--- config.mk ---
export PLATFORM = sky130hd
export DESIGN_NAME = shift_seq_counter
export DESIGN_NICKNAME = d
export VERILOG_FILES = /design/src/rtl/shift_seq_counter.sv
export SDC_FILE = /design/constraint.sdc
export NUM_CORES = 1
export LEC_CHECK = 0
export CORE_UTILIZATION = 49
export CTS_CLUSTER_DIAMETER = 100
export CTS_CLUSTER_SIZE = 10
export DETAILED_ROUTE_END_ITERATION = 10
export GPL_ROUTABILITY_DRIVEN = 0
export PLACE_DENSITY = 0.77
export SLEW_MARGIN = 40
export SYNTH_ARGS = -nofsm -noshare
export SYNTH_HDL_FRONTEND = slang
export SYNTH_SLANG_ARGS = --single-unit
export TNS_END_PERCENT = 50
--- constraint.sdc ---
create_clock -name clk -period 1.8 [get_ports clk]
set_clock_uncertainty 0.05 [all_clocks]
set_input_delay 0.36 -clock clk [delete_from_list [all_inputs] [get_ports clk]]
set_output_delay 0.36 -clock clk [all_outputs]
set_load 0.03 [all_outputs]
--- src/rtl/shift_seq_counter.sv ---
// shift_seq_counter
//   Run-time selectable shift-register sequence generator: ring counter,
//   Johnson (twisted-ring) counter or Fibonacci LFSR, plus a hold mode.
//   A wrap pulse marks the return to the sequence start value.
//   A lock-up pulse marks recovery from the all-zero ring/LFSR trap.
//
// Ports
//   clk         rising-edge clock
//   reset       synchronous, active-low reset
//   en          step enable
//   mode[1:0]   00 ring, 01 Johnson, 10 LFSR, 11 hold
//   dir         0 shift toward bit 0, 1 shift toward MSB (ignored for LFSR)
//   load        parallel load strobe (wins over mode change and step)
//   load_val    value to load; all-zero is accepted
//   count       current state (registered)
//   wrap        one-cycle pulse, a step returned count to the start value
//   lockup_err  one-cycle pulse, the counter left the all-zero lock-up state
//
// mode_q | meaning
// -------+-------------------------------------------------
// RING   | rotate count by one bit per step
// JOHN   | shift, feeding back the inverted outgoing bit
// LFSR   | shift right, MSB fed by XOR of tapped bits
// HOLD   | count frozen even with en=1; never wraps

module shift_seq_counter #(
  parameter int              WIDTH = 4,
  parameter logic [WIDTH-1:0] TAPS = 4'b0011,
  parameter logic [WIDTH-1:0] SEED = 4'b0001
) (
  input  logic             clk,
  input  logic             reset,
  input  logic             en,
  input  logic [1:0]       mode,
  input  logic             dir,
  input  logic             load,
  input  logic [WIDTH-1:0] load_val,
  output logic [WIDTH-1:0] count,
  output logic             wrap,
  output logic             lockup_err
);

  typedef enum logic [1:0] {
    MODE_RING = 2'b00,
    MODE_JOHN = 2'b01,
    MODE_LFSR = 2'b10,
    MODE_HOLD = 2'b11
  } mode_t;

  mode_t            mode_q;
  mode_t            mode_in;
  logic [WIDTH-1:0] start;
  logic [WIDTH-1:0] step_val;
  logic             lockup;

  assign mode_in = mode_t'(mode);

  always_comb begin
    step_val = count;
    case (mode_q)
      MODE_RING: step_val = dir ? {count[WIDTH-2:0], count[WIDTH-1]}
                                : {count[0], count[WIDTH-1:1]};
      MODE_JOHN: step_val = dir ? {count[WIDTH-2:0], ~count[WIDTH-1]}
                                : {~count[0], count[WIDTH-1:1]};
      MODE_LFSR: step_val = {^(count & TAPS), count[WIDTH-1:1]};
      default:   step_val = count;
    endcase
  end

  // All-zero is a fixed point of ring rotation and of an XOR-feedback LFSR.
  // Johnson escapes it on its own, so only ring and LFSR need recovery.
  assign lockup = ((mode_q == MODE_RING) || (mode_q == MODE_LFSR)) &&
                  (count == '0);

  always_ff @(posedge clk) begin
    if (!reset) begin
      count      <= SEED;
      start      <= SEED;
      mode_q     <= mode_in;
      wrap       <= 1'b0;
      lockup_err <= 1'b0;
    end else begin
      wrap       <= 1'b0;
      lockup_err <= 1'b0;
      if (load) begin
        count <= load_val;
        start <= load_val;
      end else if (mode_in != mode_q) begin
        // The new sequence starts from wherever the old one left off.
        mode_q <= mode_in;
        start  <= count;
      end else if (en && (mode_q != MODE_HOLD)) begin
        if (lockup) begin
          count      <= SEED;
          start      <= SEED;
          lockup_err <= 1'b1;
        end else begin
          count <= step_val;
          wrap  <= (step_val == start);
        end
      end
    end
  end

endmodule
==> metrics.yaml <==
synth:
  ys_ff_latch: 12
  synth.distinct_cells: 35
  ys_warn_count: 0
  syn_avg_cell_area_sq_um: 9.72
  synth-main-ff-cell: "dfxtp_1"
  synth_nets: 95
  postSynth.asyncResetShare_pct: 0
  yosysTopAreaCell: "dfxtp_1"
  synth-edff-count: 2
  syn_area_sq_um: 807
  synth.top_cell.area_share_pct: 24.8
  ys_seq_area_share_pct: 32.2
  syn_inst: 83
  netlist_top_cells_count: "nand2_1, dfxtp_1, xnor2_1, inv_1, nor2b_1"
  synth_most_common_cell: "nand2_1"
  synthTopCellsByArea: "dfxtp_1, edfxtp_1, xnor2_1"
outcome:
  violations: "setup timing"
  status: "finished, violations left"
detailed_routing:
  wl_mm: 2.22
  wl_met3_um: 161
  top_layer: "met4"
  ant_nets: 0
  drc_errors: 0
  dr.pass1.iters: 4
  via_per_inst: 5.99
  met2WireLength_mm: 1.05
  drtIter0Drc: 48
  m1WireLength_um: 933
  wire_per_inst_um: 16.5
  num_vias: 809
setup_path:
  slowest_delay_ps: 510
  endpoint: "wrap$_SDFF_PP0_"
  worstPathArrival_ps: 1980
  r2r-end: "wrap$_SDFF_PP0_"
  required_ps: 1950
  critPathCaptureType: "register"
  worstRegToRegCells: 6
  rrSetupSlack_ps: -30
  crit_fanout: 6
  crit_family: "flip-flops"
  crit_buf_inv: 1
  r2r_start: "mode_q[1]$_DFFE_PP_"
  critical_path_class: "reg2reg"
  critPathLaunch: "mode_q[1]$_DFFE_PP_"
  critical_path.startpoint_type: "register"
  cpMaxStageDelayCell: "edfxtp_1"
  worstSetupPathDepth: 6
  crit_chain: "buf_4 -> mux2i_1 -> a2bb2oi_2 -> a21oi_1 -> o22ai_1 -> nor4_2"
grt:
  grt_pass1_wl_mm: 3.53
  grt_pass1_vias: 803
  grt_max_degree: 10
  grt.total_usage_pct: 26.7
  antenna_found_initial: 0
  overflow: 0
flow_run:
  maxCapViolCount: 0
pwr:
  p_leak_nw: 0.511
  finalPower_uw: 778
  ir_drop_mv: 0.471
  power_density_mw_per_mm2: 662
floorplan:
  core_sq_mm: 0.00152
  die_x_um: 42.6
  die-height_um: 42.6
  die-area_sq_mm: 0.00181
  fp-row-count: 14
  floorplan.initialDensity_pct: 53.0
  io_pins: 17
cells_and_area:
  num_antenna_cells: 0
  fin_util_pct: 77.1
  drive_gt1_share_pct: 27.7
  fin_area_sq_mm: 0.00117
  fin_nets: 132
  area_growth_pct: 45.6
clock_network:
  clock-sinks: 12
  cts_tree: "done"
  clock_latency_ps: 280
  cts_root_buffer: "clkbuf_4"
  clk_pin_slew_ps: 80
  clockBufferDepth: 2
  numCtsBuffers: 3
  h-tree-depth: 1
sta:
  worst_pin_slew_ps: 337
  rsz0062_at_grt: "yes"
  timing.slew.headroom_pct: 76.9
  setup_viol: 1
  drv_slew: 0
  fin_setup_tns_ps: -30.3
  timing.final.crit_share_pct: 102
  setup_slack_ps: -30.3
  period_minus_slack_ps: 1830
  fmax_ghz: 0.546
  hold_violations: 0
worst_hold_path:
  hp-class: "in2reg"
place:
  hpwl_mm: 1.63
  place.port_buffers: 16
  placed_area_sq_mm: 0.00109
## logic make-up (layout without fill, tap and decap cells)
| family | after synthesis | in the layout | share of synthesized area [%] |
|---|---|---|---|
| XOR/XNOR | 8 | 8 | 11.0 |
| AND/OR/NAND/NOR | 29 | 29 | 21.5 |
| adder cells (fa/ha/maj) | 1 | 1 | 1.55 |
| buffers and inverters | 8 | 44 | 5.73 |
| AO/OA/AOI/OAI | 23 | 23 | 25.4 |
| flip-flops | 12 | 12 | 32.2 |
| multiplexers | 2 | 2 | 2.48 |
## power by group
part	internal, mW	switching (mW)	total, mW
sequential	0.290	0.0170	0.307
combinational	0.150	0.139	0.289
clock	0.0861	0.0963	0.182
total	0.526	0.252	0.778
## routing by layer
metal  vias up  track usage (%)
met1       388             30.6
met2        34             44.6
met3         8             7.33
met4         0             14.4
met5         -                0
li1        379                -
## what timing repair did
item / in CTS / in global routing
buffers inserted: 0 / 5
hold buffers: 0 / 0
setup endpoints to repair: 3 / 9
hold endpoints to repair: 0 / 0
resized for setup: 3 / 6
pin swaps: 0 / 1
## how the worst min path moves through the flow
| stage | startpoint | endpoint | slack (ps) | cells past startpoint |
|---|---|---|---|---|
| floorplan | mode[0] | mode_q[0]$_DFFE_PP_ | 410 | 0 |
| global placement | start[2]$_SDFFE_PN0P_ | start[2]$_SDFFE_PN0P_ | 500 | 2 |
| detailed placement | start[1]$_SDFFE_PN0P_ | start[1]$_SDFFE_PN0P_ | 510 | 2 |
| CTS | start[2]$_SDFFE_PN0P_ | start[2]$_SDFFE_PN0P_ | 530 | 2 |
| global route | mode[0] | mode_q[0]$_DFFE_PP_ | 420 | 1 |
| finish | mode[0] | mode_q[0]$_DFFE_PP_ | 420 | 1 |
## state kept, by name, indices dropped and copies added (netlist names)
signal and flops:
count 4, wrap 1, start 4, mode_q 2, lockup_err 1
## per-stage QoR
stage                     hold slack, ps  instances  worst slack, ps
final                                422        135            -30.3
after global routing                 418        135            -98.3
after CTS                            534        131             8.24
after detailed placement             515        127             -240
after global placement               499        127             -196
after floorplan                      409         83             61.7
## cell usage in the layout (no fill, tap or decap), drive strengths merged
master and n:
a21boi 3, a21o 1, a21oi 4, a221o 1
a222oi 3, a22oi 3, a2bb2oi 1, a311o 1
a311oi 1, and3 2, and4bb 1, buf 20
clkbuf 4, clkdlybuf4s50 11, dfxtp 10, dlygate4sd2 3
dlymetal6s2s 2, edfxtp 2, ha 1, inv 4
mux2i 2, nand2 11, nand2b 2, nand3 3
nand3b 1, nor2 3, nor2b 4, nor4 1
nor4b 1, o211ai 1, o21ai 1, o221ai 1
o22ai 2, xnor2 6, xor2 2
## cell type report
class / count / area, sq um
sequential: 12 / 260
multi-input combinational: 63 / 529
inverter: 4 / 15.0
clock buffer: 4 / 26.3
tap: 16 / 20.0
fill: 110 / 349
timing repair buffer: 36 / 324
Note: power is estimated with default switching activity, not from simulation.
